`config.mk`:
```
export PLATFORM = sky130hd
export DESIGN_NAME = pe_multicast_ctrl
export DESIGN_NICKNAME = d
export VERILOG_FILES = /design/src/rtl/pe_multicast_ctrl.sv
export SDC_FILE = /design/constraint.sdc
export NUM_CORES = 1
export LEC_CHECK = 0
export BUFFER_PORTS_ARGS = -buffer_cell sky130_fd_sc_hd__buf_2
export CORE_MARGIN = 3
export CORE_UTILIZATION = 35
export CTS_CLUSTER_DIAMETER = 120
export DETAILED_ROUTE_END_ITERATION = 6
export RECOVER_POWER = 50
export SLEW_MARGIN = 20
export SYNTH_ARGS = -nofsm -noshare
export SYNTH_HDL_FRONTEND = slang
export SYNTH_SLANG_ARGS = --single-unit
```
`constraint.sdc`:
```
create_clock -name clk -period 3.4 [get_ports clk]
set_clock_uncertainty 0.05 [all_clocks]
set_input_delay 0.85 -clock clk [delete_from_list [all_inputs] [get_ports clk]]
set_output_delay 0.85 -clock clk [all_outputs]
set_load 0.03 [all_outputs]
```
`src/rtl/pe_multicast_ctrl.sv`:
```
// pe_multicast_ctrl
// Sending end of the PE enable/ready interface. It snoops the shared
// global-buffer bus and accepts packets whose tag matches the configured
// PE ID, or the all-ones broadcast tag. Accepted packets are queued in a
// small FIFO and handed to the PE one per cycle while the PE is ready.
// There is no push-through when full and no same-cycle bypass.

module pe_multicast_ctrl #(
  parameter int BITWIDTH   = 16,
  parameter int ID_WIDTH   = 5,
  parameter int FIFO_DEPTH = 4
) (
  input  logic                           clk,
  input  logic                           rstb,
  // ID configuration
  input  logic                           cfg_load,
  input  logic [ID_WIDTH-1:0]            cfg_id,
  input  logic                           flush,
  // Global-buffer bus
  input  logic                           bus_valid,
  input  logic [ID_WIDTH-1:0]            bus_tag,
  input  logic signed [BITWIDTH-1:0]     bus_ifmap,
  input  logic signed [BITWIDTH-1:0]     bus_filter,
  input  logic signed [BITWIDTH-1:0]     bus_psum,
  input  logic [2:0]                     bus_control,
  output logic                           bus_ready,
  // PE side
  input  logic                           pe_ready,
  output logic                           pe_enable,
  output logic signed [BITWIDTH-1:0]     pe_ifmap,
  output logic signed [BITWIDTH-1:0]     pe_filter,
  output logic signed [BITWIDTH-1:0]     pe_psum,
  output logic [2:0]                     pe_control,
  output logic [$clog2(FIFO_DEPTH):0]    fifo_count
);

  localparam int AW = $clog2(FIFO_DEPTH);
  localparam int CW = AW + 1;
  localparam logic [CW-1:0]       FULL_CNT  = CW'(FIFO_DEPTH);
  localparam logic [ID_WIDTH-1:0] BCAST_TAG = '1;

  // One FIFO entry: the full packet as presented on the bus.
  typedef struct packed {
    logic signed [BITWIDTH-1:0] ifmap;
    logic signed [BITWIDTH-1:0] filter;
    logic signed [BITWIDTH-1:0] psum;
    logic [2:0]                 control;
  } entry_t;

  // ID register
  logic [ID_WIDTH-1:0] id_q, id_d;
  logic                id_valid_q, id_valid_d;

  // FIFO state
  logic [AW-1:0] wr_ptr_q, wr_ptr_d;
  logic [AW-1:0] rd_ptr_q, rd_ptr_d;
  logic [CW-1:0] count_q, count_d;
  entry_t        mem_q [FIFO_DEPTH];

  // Handshake decode
  logic   match;
  logic   full;
  logic   empty;
  logic   push;
  logic   pop;
  entry_t wr_entry;
  entry_t head;

  // Tag match, FIFO status and the bus/PE handshakes.
  always_comb begin
    // NOTE: every signal gets a default first so no path leaves it unassigned, which would infer a latch.
    match     = 1'b0;
    full      = 1'b0;
    empty     = 1'b0;
    bus_ready = 1'b0;
    pe_enable = 1'b0;
    push      = 1'b0;
    pop       = 1'b0;

    // An unconfigured controller matches nothing, not even broadcast.
    match = id_valid_q && ((bus_tag == id_q) || (bus_tag == BCAST_TAG));
    full  = (count_q == FULL_CNT);
    empty = (count_q == '0);

    // Non-matching packets are always acknowledged and dropped. A matching
    // packet is refused while full even if a pop happens this cycle, so
    // pe_ready never reaches bus_ready.
    bus_ready = flush ? 1'b0 : (!match || !full);
    pe_enable = !empty && pe_ready && !flush;

    push = bus_valid && bus_ready && match;
    pop  = pe_enable;
  end

  // Packet assembly for the write port.
  always_comb begin
    wr_entry         = '0;
    wr_entry.ifmap   = bus_ifmap;
    wr_entry.filter  = bus_filter;
    wr_entry.psum    = bus_psum;
    wr_entry.control = bus_control;
  end

  // Next ID register value; a new ID is used for matching from the next cycle.
  always_comb begin
    id_d       = id_q;
    id_valid_d = id_valid_q;
    if (cfg_load) begin
      id_d       = cfg_id;
      id_valid_d = 1'b1;
    end
  end

  // Next pointer and occupancy; flush wins over any push or pop.
  always_comb begin
    wr_ptr_d = wr_ptr_q;
    rd_ptr_d = rd_ptr_q;
    count_d  = count_q;
    if (flush) begin
      wr_ptr_d = '0;
      rd_ptr_d = '0;
      count_d  = '0;
    end else begin
      // Power-of-two depth, so pointers wrap by natural overflow.
      if (push) wr_ptr_d = wr_ptr_q + AW'(1);
      if (pop)  rd_ptr_d = rd_ptr_q + AW'(1);
      unique case ({push, pop})
        2'b10:   count_d = count_q + CW'(1);
        2'b01:   count_d = count_q - CW'(1);
        default: count_d = count_q;
      endcase
    end
  end

  // Control state registers.
  always_ff @(posedge clk or negedge rstb) begin
    if (!rstb) begin
      // NOTE: sequential state uses non-blocking assignments so every register samples pre-edge values.
      id_q       <= '0;
      id_valid_q <= 1'b0;
      wr_ptr_q   <= '0;
      rd_ptr_q   <= '0;
      count_q    <= '0;
    end else begin
      id_q       <= id_d;
      id_valid_q <= id_valid_d;
      wr_ptr_q   <= wr_ptr_d;
      rd_ptr_q   <= rd_ptr_d;
      count_q    <= count_d;
    end
  end

  // Packet storage, written at the tail on an accepted push.
  always_ff @(posedge clk or negedge rstb) begin
    if (!rstb) begin
      // NOTE: storage is reset on purpose so a drained or flushed FIFO never exposes stale packets; it is only a few flops.
      for (int i = 0; i < FIFO_DEPTH; i++) begin
        mem_q[i] <= '0;
      end
    end else if (push) begin
      mem_q[wr_ptr_q] <= wr_entry;
    end
  end

  // Head entry to the PE, forced to zero while empty.
  always_comb begin
    head = '0;
    if (count_q != '0) begin
      head = mem_q[rd_ptr_q];
    end
  end

  assign pe_ifmap   = head.ifmap;
  assign pe_filter  = head.filter;
  assign pe_psum    = head.psum;
  assign pe_control = head.control;
  assign fifo_count = count_q;

endmodule

```
==> flow_summary.toml, run 1 <==
[global_route]
grt_pass1_wl_um = 34600
grt_pass1_vias = 6288
grt.overflow.total = 0
antenna_found_initial = 3
grt_max_degree = 72
grt.total_usage_pct = 13.8

[synthesis]
syn_inst = 623
syn_avg_cell_area_um2 = 16.6
synth_warnings = 0
synth.cell_area_um2 = 10300
seq_area_frac_synth_pct = 52.6
syn_nets = 695
ys_ff_latch = 217
yosys.cell_types.count = 34

[drt]
num_vias = 5630
totalWireLength_um = 21500
drc_errors = 0
met1Wirelength_um = 9750
ant_nets = 0
wl_met3_um = 977
met2_length_um = 10400
highest_layer = "met5"
first_pass_iters = 4
routed_via_density = 4.86
post_drt_wl_per_cell_um = 18.6
drtIter0Drc = 157

[setup_path]
critPathSlowestCell = "mux4_2"
rr_worst_depth = 6
crit_chain = "buf_4 > mux4_2 > and2_1 > buf_2"
crit_family = "buffers and inverters"
cp.depth = 4
start_kind = "flip-flop"
critPathKind = "flip-flop to output pin"
r2r_slack_ns = 0.35
regToRegStartpoint = "fifo_count[1]$_DFFE_PN0P_"
cp-startpoint = "rd_ptr_q[0]$_DFFE_PN0P_"
path_buf_inv = 2
worstReg2RegEnd = "mem_q[51]$_DFFE_PN0P_"
worst_ep_required_time_ns = 2.50
cp-end-kind = "output pin"
crit_end = "pe_filter[15]"
critical_path_arrival_ns = 2.31
cp_max_fo = 23
max_stage_delay_ns = 0.56

[place]
dp_hpwl_um = 13100
gp_routability_congestion = 0.694
portBuffers = 122
place_area_um2 = 11400
place_inst = 1110

[timing]
hold_viol_final = 0
period_needed_ns = 3.21
rsz0062_at_grt = "false"
slew_headroom_pct = -19.5
fin_crit_sh_pct = 94.4
fin_tns_setup_ns = 0
slew_viol_final = 72
max_freq_mhz = 312
worst_pin_slew_ns = 1.79
setup_violations = 0

[layout]
fill_cells = 2665
drive_gt1_share_pct = 58.0
seq_area_um2 = 5440
fin_area_um2 = 12100
fin_util_pct = 41.9
final_cells = 1158
multi_input_area_um2 = 4520
nets = 826
area_growth_pct = 17.0

[hold_path]
min_path_type = "flip-flop to flip-flop"
holdPathStages = 1

[clock_network]
root_buffer = "clkbuf_16"
postCtsSetupBuffers = 0
htree_levels = 1
clock_latency_ns = 0.51
post_cts_resize_count = 0
cts.clk_slew.worst_paths_ns = 0.06
cts_tree = "done"
hold_buffers = 0
cts_inserted_buffers = 26
numClockSinks = 217
clockBufferDepth = 3

[floorplan]
io_pins = 123
die_x_um = 178
die_area_um2 = 31600
die_h_um = 178
core_um2 = 28900
initial_core_util_pct = 35.8
rows = 62

[run]
cap_viol_max_count = 1

[outcome]
status = "complete, but fails checks"
violations = "capacitance limit, slew limit"

[power_and_ir_drop]
p_per_area_nw_per_um2 = 634
leakage_nw = 6.07
ir_worst_vdd_v = 0.000298
==> worst min path at each step <==
stage	startpoint	end	slack [ns]
after floorplan	mem_q[53]$_DFFE_PN0P_	mem_q[53]$_DFFE_PN0P_	0.42
after CTS	rstb	mem_q[39]$_DFFE_PN0P_	0.31
after global routing	mem_q[45]$_DFFE_PN0P_	mem_q[45]$_DFFE_PN0P_	0.46
after detailed placement	mem_q[56]$_DFFE_PN0P_	mem_q[56]$_DFFE_PN0P_	0.44
after global placement	mem_q[30]$_DFFE_PN0P_	mem_q[30]$_DFFE_PN0P_	0.43
final	mem_q[77]$_DFFE_PN0P_	mem_q[77]$_DFFE_PN0P_	0.45
==> placed cells by master (no fill, tap or decap), types with 5 or more instances in the layout <==
cell type | netlist | layout
and2_1 | 52 | 52
buf_12 | 0 | 5
buf_2 | 5 | 119
buf_4 | 0 | 8
clkbuf_1 | 14 | 11
clkbuf_16 | 0 | 27
clkbuf_8 | 0 | 6
clkinv_2 | 0 | 7
dfrtp_1 | 217 | 215
mux2_2 | 143 | 143
mux2_4 | 66 | 64
mux4_2 | 51 | 51
nor2_1 | 8 | 8
xnor2_1 | 6 | 6
==> report_power, final <==
group | switching, mW | internal, mW
clock | 1.05 | 1.58
sequential | 0.158 | 2.87
combinational | 1.03 | 0.972
==> layout make-up <==
type	instances	area share, %
clock buffer	38	6.43
inverter	2	0.0621
timing repair buffer	143	6.67
clock inverter	9	0.414
multi-input combinational	364	37.4
antenna	1	0.0207
tap	384	3.98
sequential	217	45.0
==> registers in the layout, summed over array words and instances, names as in the netlist <==
register,flops
fifo_count,3
mem_q,204
wr_ptr_q,2
rd_ptr_q,2
id_q,5
id_valid_q,1
==> Yosys cell counts <==
cell / instances / share of area [%]
dfrtp_1: 217 / 53
mux2_2: 143 / 16
mux2_4: 66 / 9.6
and2_1: 52 / 3.1
mux4_2: 51 / 11
buf_6: 21 / 2.3
clkbuf_1: 14 / 0.51
nor2_1: 8 / 0.29
xnor2_1: 6 / 0.51
buf_2: 5 / 0.24
ha_1: 4 / 0.48
nand4_4: 4 / 0.82
mux2i_1: 3 / 0.29
nand2_1: 3 / 0.11
inv_1: 2 / 0.073
mux2_1: 2 / 0.22
nand2b_1: 2 / 0.12
nand3_1: 2 / 0.097
nor2b_1: 2 / 0.12
xor2_1: 2 / 0.17
a31oi_1: 1 / 0.061
fa_1: 1 / 0.19
nand2_2: 1 / 0.061
nand3_2: 1 / 0.097
nand4bb_1: 1 / 0.11
nor3_1: 1 / 0.048
nor3b_2: 1 / 0.12
nor3b_4: 1 / 0.18
o21ai_4: 1 / 0.16
o22ai_4: 1 / 0.19
or2_2: 1 / 0.061
or3_1: 1 / 0.061
or4_4: 1 / 0.11
xor2_2: 1 / 0.16
==> stage by stage <==
step	worst slack, ns	total power [mW]	hold slack [ns]
5_1_grt	0.0535	8.08	0.464
6_report	0.191	7.66	0.447
3_5_place_dp	0.392	5.14	0.438
2_1_floorplan	0.622	4.52	0.424
4_1_cts	0.108	7.84	0.313
3_3_place_gp	0.470	5.11	0.432
==> logic make-up after synthesis <==
| kind of cell | synth area share [%] |
|---|---|
| DFF | 52.6 |
| buffers and inverters | 3.11 |
| and+or+nand+nor | 5.56 |
| muxes | 36.8 |
| AOI/OAI and AO/OA | 0.412 |
| adders and majority gates | 0.678 |
| xor gates and xnor gates | 0.836 |
==> metal layers <==
metal  GRT usage (%)  up-vias
li1                -     2541
met3            2.80       30
met5               0        -
met4            3.08        4
met1            18.8     2958
met2            22.8       97
Power figures use the tool's default switching activity.
==> run 2: changes to the inputs <==
--- a/config.mk
+++ b/config.mk
@@ -10,6 +10,7 @@
 export CORE_UTILIZATION = 35
 export CTS_CLUSTER_DIAMETER = 120
 export DETAILED_ROUTE_END_ITERATION = 6
+export MAX_ROUTING_LAYER = met4
 export RECOVER_POWER = 50
 export SLEW_MARGIN = 20
 export SYNTH_ARGS = -nofsm -noshare
==> flow_summary.toml, run 2 (synthesized netlist as in run 1, its figures left out) <==
[outcome]
status = "complete, but fails checks"
violations = "capacitance limit, slew limit"

[hold_path]
min_path_type = "flip-flop to flip-flop"
holdPathStages = 1

[setup_path]
critical_path_arrival_ns = 2.32
critPathKind = "flip-flop to output pin"
critPathSlowestCell = "mux4_2"
worst_ep_required_time_ns = 2.50
rr_worst_depth = 6
start_kind = "flip-flop"
crit_chain = "buf_4 > mux4_2 > and2_1 > buf_2"
r2r_slack_ns = 0.36
cp_max_fo = 23
cp-end-kind = "output pin"
max_stage_delay_ns = 0.56

[timing]
fin_crit_sh_pct = 94.6
period_needed_ns = 3.22
slew_headroom_pct = -19.0
rsz0062_at_grt = "false"
hold_viol_final = 0
fin_tns_setup_ns = 0
postLayoutSetupSlackWorst_ns = 0.183
worst_pin_slew_ns = 1.78
max_freq_mhz = 311
slew_viol_final = 72
setup_violations = 0

[clock_network]
clock_latency_ns = 0.51
cts_inserted_buffers = 26
htree_levels = 1
cts_tree = "done"
post_cts_resize_count = 0
hold_buffers = 0
numClockSinks = 217
root_buffer = "clkbuf_16"
cts.clk_slew.worst_paths_ns = 0.06
clockBufferDepth = 3
postCtsSetupBuffers = 0

[place]
dp_hpwl_um = 13100
dp_slack_ns = 0.392
portBuffers = 122
place_inst = 1110
gp_routability_congestion = 0.703

[layout]
fill_cells = 2663
most-common-layout-cells = "dfrtp_1 (215), mux2_2 (143), buf_2 (119)"
largest_register_ffs = 204
drive_gt1_share_pct = 58.0
final_cells = 1160
layout_commonest_cell = "dfrtp_1"
top_register = "mem_q"
nets = 826
area_growth_pct = 17.0

[drt]
post_drt_wl_per_cell_um = 18.5
ant_nets = 0
met1Wirelength_um = 9770
totalWireLength_um = 21500
highest_layer = "met4"
met2_length_um = 10500
wl_met3_um = 948
first_pass_iters = 4
num_vias = 5649
drc_errors = 0
routed_via_density = 4.87
drtIter0Drc = 198

[run]
cap_viol_max_count = 1

[floorplan]
initial_core_util_pct = 35.8
die_area_um2 = 31600
core_um2 = 28900
die_x_um = 178
rows = 62
io_pins = 123
die_h_um = 178

[power_and_ir_drop]
p_per_area_nw_per_um2 = 634
leakage_nw = 6.07
ir_worst_vdd_v = 0.000299

[global_route]
grt_pass1_vias = 6290
grt.overflow.total = 0
grt.total_usage_pct = 14.2
grt_pass1_wl_um = 34500
grt_max_degree = 72
antenna_found_initial = 3
-- run 2: cell types whose count changed in the layout (fill, tap and decap cells not counted), sizes merged --
| cell | change |
|---|---|
| diode | +2 |
-- run 2: routing by layer --
layer | GRT usage (%) | vias up
met5 | - | -
met4 | 3.08 | 0
met3 | 2.67 | 26
met2 | 22.8 | 100
met1 | 18.9 | 2980
li1 | - | 2543
-- run 2: metrics by stage --
stage               cell area [um^2]  total power [mW]  hold slack [ns]  utilization [%]
detailed placement             11400              5.14            0.438             39.4
CTS                            12200              7.84            0.313             42.3
global route                   12100              8.08            0.464             41.9
floorplan                      10300              4.52            0.424                -
finish                         12100              7.66            0.447             41.9
global placement               11400              5.11            0.432             39.4
-- run 2: where the power goes --
| part | switching, mW | internal (mW) | total (mW) | leakage, nW |
|---|---|---|---|---|
| Clock | 1.06 | 1.58 | 2.63 | 0.409 |
| Combinational | 1.03 | 0.972 | 2.00 | 2.71 |
| Sequential | 0.158 | 2.87 | 3.03 | 2.95 |
-- run 2: area by class of cell --
| cell class | count | area (um^2) | area share [%] |
|---|---|---|---|
| Antenna cell | 3 | 7.51 | 0.0621 |
| Timing Repair Buffer | 143 | 806 | 6.67 |
| Clock buffer | 38 | 777 | 6.43 |
| Clock inverter | 9 | 50.0 | 0.414 |
| Tap cell | 384 | 480 | 3.98 |
| Sequential cell | 217 | 5440 | 45.0 |
| Multi-Input combinational cell | 364 | 4520 | 37.4 |
| Inverter | 2 | 7.51 | 0.0621 |
-- run 2: path summary, 6_finish.rpt --
path                                                 from                     to
worst max-delay path              rd_ptr_q[0]$_DFFE_PN0P_          pe_filter[15]
worst min-delay path                mem_q[77]$_DFFE_PN0P_  mem_q[77]$_DFFE_PN0P_
worst max register to register  fifo_count[1]$_DFFE_PN0P_  mem_q[51]$_DFFE_PN0P_
worst min register to register      mem_q[77]$_DFFE_PN0P_  mem_q[77]$_DFFE_PN0P_
max in group asynchronous                            rstb  mem_q[10]$_DFFE_PN0P_
min in group asynchronous                            rstb  mem_q[39]$_DFFE_PN0P_
-- run 2: critical path, delay by kind of cell (launching register included) --
family	cells	cell delay, ns
multiplexers	1	0.56
flip-flops	1	0.42
AND/OR/NAND/NOR	1	0.20
buffers and inverters	2	0.61
==> run 3: changes to the inputs <==
--- a/config.mk
+++ b/config.mk
@@ -9,9 +9,9 @@
 export CORE_MARGIN = 3
 export CORE_UTILIZATION = 35
 export CTS_CLUSTER_DIAMETER = 120
+export CTS_CLUSTER_SIZE = 25
 export DETAILED_ROUTE_END_ITERATION = 6
 export MAX_ROUTING_LAYER = met4
-export RECOVER_POWER = 50
 export SLEW_MARGIN = 20
 export SYNTH_ARGS = -nofsm -noshare
 export SYNTH_HDL_FRONTEND = slang
==> constraint.sdc (replaced) <==
create_clock -name clk -period 2.6 [get_ports clk]
set_clock_uncertainty 0.05 [all_clocks]
set_input_delay 0.65 -clock clk [delete_from_list [all_inputs] [get_ports clk]]
set_output_delay 0.65 -clock clk [all_outputs]
set_load 0.03 [all_outputs]
==> flow_summary.toml, run 3 (synthesized netlist as in run 1, its figures left out) <==
[floorplan]
rows = 62
die_area_um2 = 31600
initial_core_util_pct = 35.8
io_pins = 123
die_x_um = 178
core_um2 = 28900
die_h_um = 178

[outcome]
status = "complete, but fails checks"
violations = "setup timing"

[place]
place_inst = 1117
dp_hpwl_um = 13400
dp_slack_ns = -0.0664
portBuffers = 122
gp_routability_congestion = 0.708
place_area_um2 = 11500

[power_and_ir_drop]
combinationalPowerShare_pct = 37.0
leakage_nw = 6.17
p_sw_share_pct = 30.6
ir_worst_vdd_v = 0.000325
internal_power_mw = 6.59
clockPowerShare_pct = 21.2
switching_power_mw = 2.90
pwr-share-seq_pct = 41.7
p_per_area_nw_per_um2 = 757

[timing]
rsz0062_at_grt = "true"
slew_viol_final = 0
hold_ws_ns = 0.0994
postLayoutSetupSlackWorst_ns = -0.205
setup_violations = 51
max_freq_mhz = 356
slew_headroom_pct = 66.7
hold_viol_final = 0
fin_crit_sh_pct = 108
period_needed_ns = 2.81
worst_pin_slew_ns = 0.499

[clock_network]
numClockSinks = 217
hold_buffers = 0
cts_inserted_buffers = 12
root_buffer = "clkbuf_16"
clockBufferDepth = 3
clock_latency_ns = 0.48
cts.clk_slew.worst_paths_ns = 0.10
htree_levels = 1
cts_tree = "done"

[layout]
final_cells = 1154
most-common-layout-cells = "dfrtp_1 (212), mux2_2 (143), buf_2 (74)"
fin_util_pct = 43.5
nets = 838
drive_gt1_share_pct = 67.1
fill_cells = 2631
largest_register_ffs = 204
layout_commonest_cell = "dfrtp_1"
area_growth_pct = 21.6
multi_input_area_um2 = 4720
fin_area_um2 = 12600
top_register = "mem_q"
seq_area_um2 = 5440

[drt]
drc_errors = 0
totalWireLength_um = 22500
routed_via_density = 4.89
drtIter0Drc = 227
ant_nets = 0
num_vias = 5641
first_pass_iters = 6
post_drt_wl_per_cell_um = 19.5

[global_route]
antenna_found_initial = 1
grt_pass1_wl_um = 34700
grt_max_degree = 58
met2_usage_pct = 22.6
met3_usage_pct = 1.63
grt.overflow.total = 0
grt_pass1_vias = 6130
gr-usage-met1_pct = 19.8
grt.total_usage_pct = 14.3
gr-max-usage-layer = "met2"

[setup_path]
critical_path_arrival_ns = 2.11
critPathKind = "flip-flop to output pin"
cp-end-kind = "output pin"
start_kind = "flip-flop"
cp_max_fo = 6
worst_ep_required_time_ns = 1.90

[hold_path]
min_path_type = "primary input to asynchronous set/reset pin"

[run]
cap_viol_max_count = 0
-- run 3: changes by cell type in the layout (fill, tap and decap cells not counted), moves of 4 or more --
cell and delta:
clkbuf_16 -10, buf_6 +50, buf_4 +15, and2_1 -47, and2_4 +47, clkbuf_8 -5
clkbuf_1 -10, clkinv_2 -6, buf_2 -45, buf_12 +8, clkbuf_2 -4
-- run 3: area by class of cell --
cell class,count,area share [%]
Timing Repair Buffer,169,12.4
Sequential cell,217,43.3
Clock inverter,2,0.0997
Multi-Input combinational cell,364,37.6
Tap cell,384,3.83
Clock buffer,14,2.62
Inverter,2,0.0598
Antenna cell,2,0.0399
-- run 3: stage by stage --
stage | total power [mW] | TNS, ns
after global placement | 6.74 | -0.0215
after floorplan | 5.91 | 0
after global routing | 10.0 | -12.97
final | 9.50 | -8.88
after CTS | 9.12 | -11.01
after detailed placement | 6.77 | -0.0664
-- run 3: path summary, 6_finish.rpt --
kind | cells after the start | slack, ns | endpoint | startpoint
max | 5 | -0.21 | pe_ifmap[9] | rd_ptr_q[0]$_DFFE_PN0P_
min | 1 | 0.1 | mem_q[138]$_DFFE_PN0P_ | rstb
max reg2reg | 9 | 0.07 | fifo_count[2]$_DFFE_PN0P_ | fifo_count[2]$_DFFE_PN0P_
min reg2reg | 1 | 0.46 | mem_q[60]$_DFFE_PN0P_ | mem_q[60]$_DFFE_PN0P_
max in group asynchronous | 2 | 1.66 | mem_q[180]$_DFFE_PN0P_ | rstb
min in group clk | 2 | 0.35 | id_q[4]$_DFFE_PN0P_ | cfg_id[4]
-- run 3: power by group through the flow --
stage / Combinational [mW] / Clock [mW] / Sequential (mW)
detailed placement: 2.75 / 0 / 4.01
CTS: 3.04 / 2.12 / 3.96
finish: 3.52 / 2.02 / 3.96
global placement: 2.73 / 0 / 4.01
floorplan: 1.94 / 0 / 3.97
global route: 3.76 / 2.24 / 4.01
-- run 3: what timing repair did --
action / 4_1_cts / 5_1_grt
setup buffers: 0 / 14
pin swaps: 0 / 2
endpoints found under the setup margin: 52 / 53
gates cloned: 0 / 5
gates resized for setup: 82 / 97
-- run 3: worst max-delay path, cell delays in order, from the launching register on --
cell,delay (ns)
dfrtp_4,0.50
buf_6,0.15
clkbuf_16,0.16
mux4_2,0.51
and2_4,0.17
buf_6,0.13
-- run 3: per-layer routing --
metal  up-vias  routed length, um
met2        97              10800
li1       2546                  -
met1      2980              10500
met4         0                456
met5         -                  0
met3        18                720
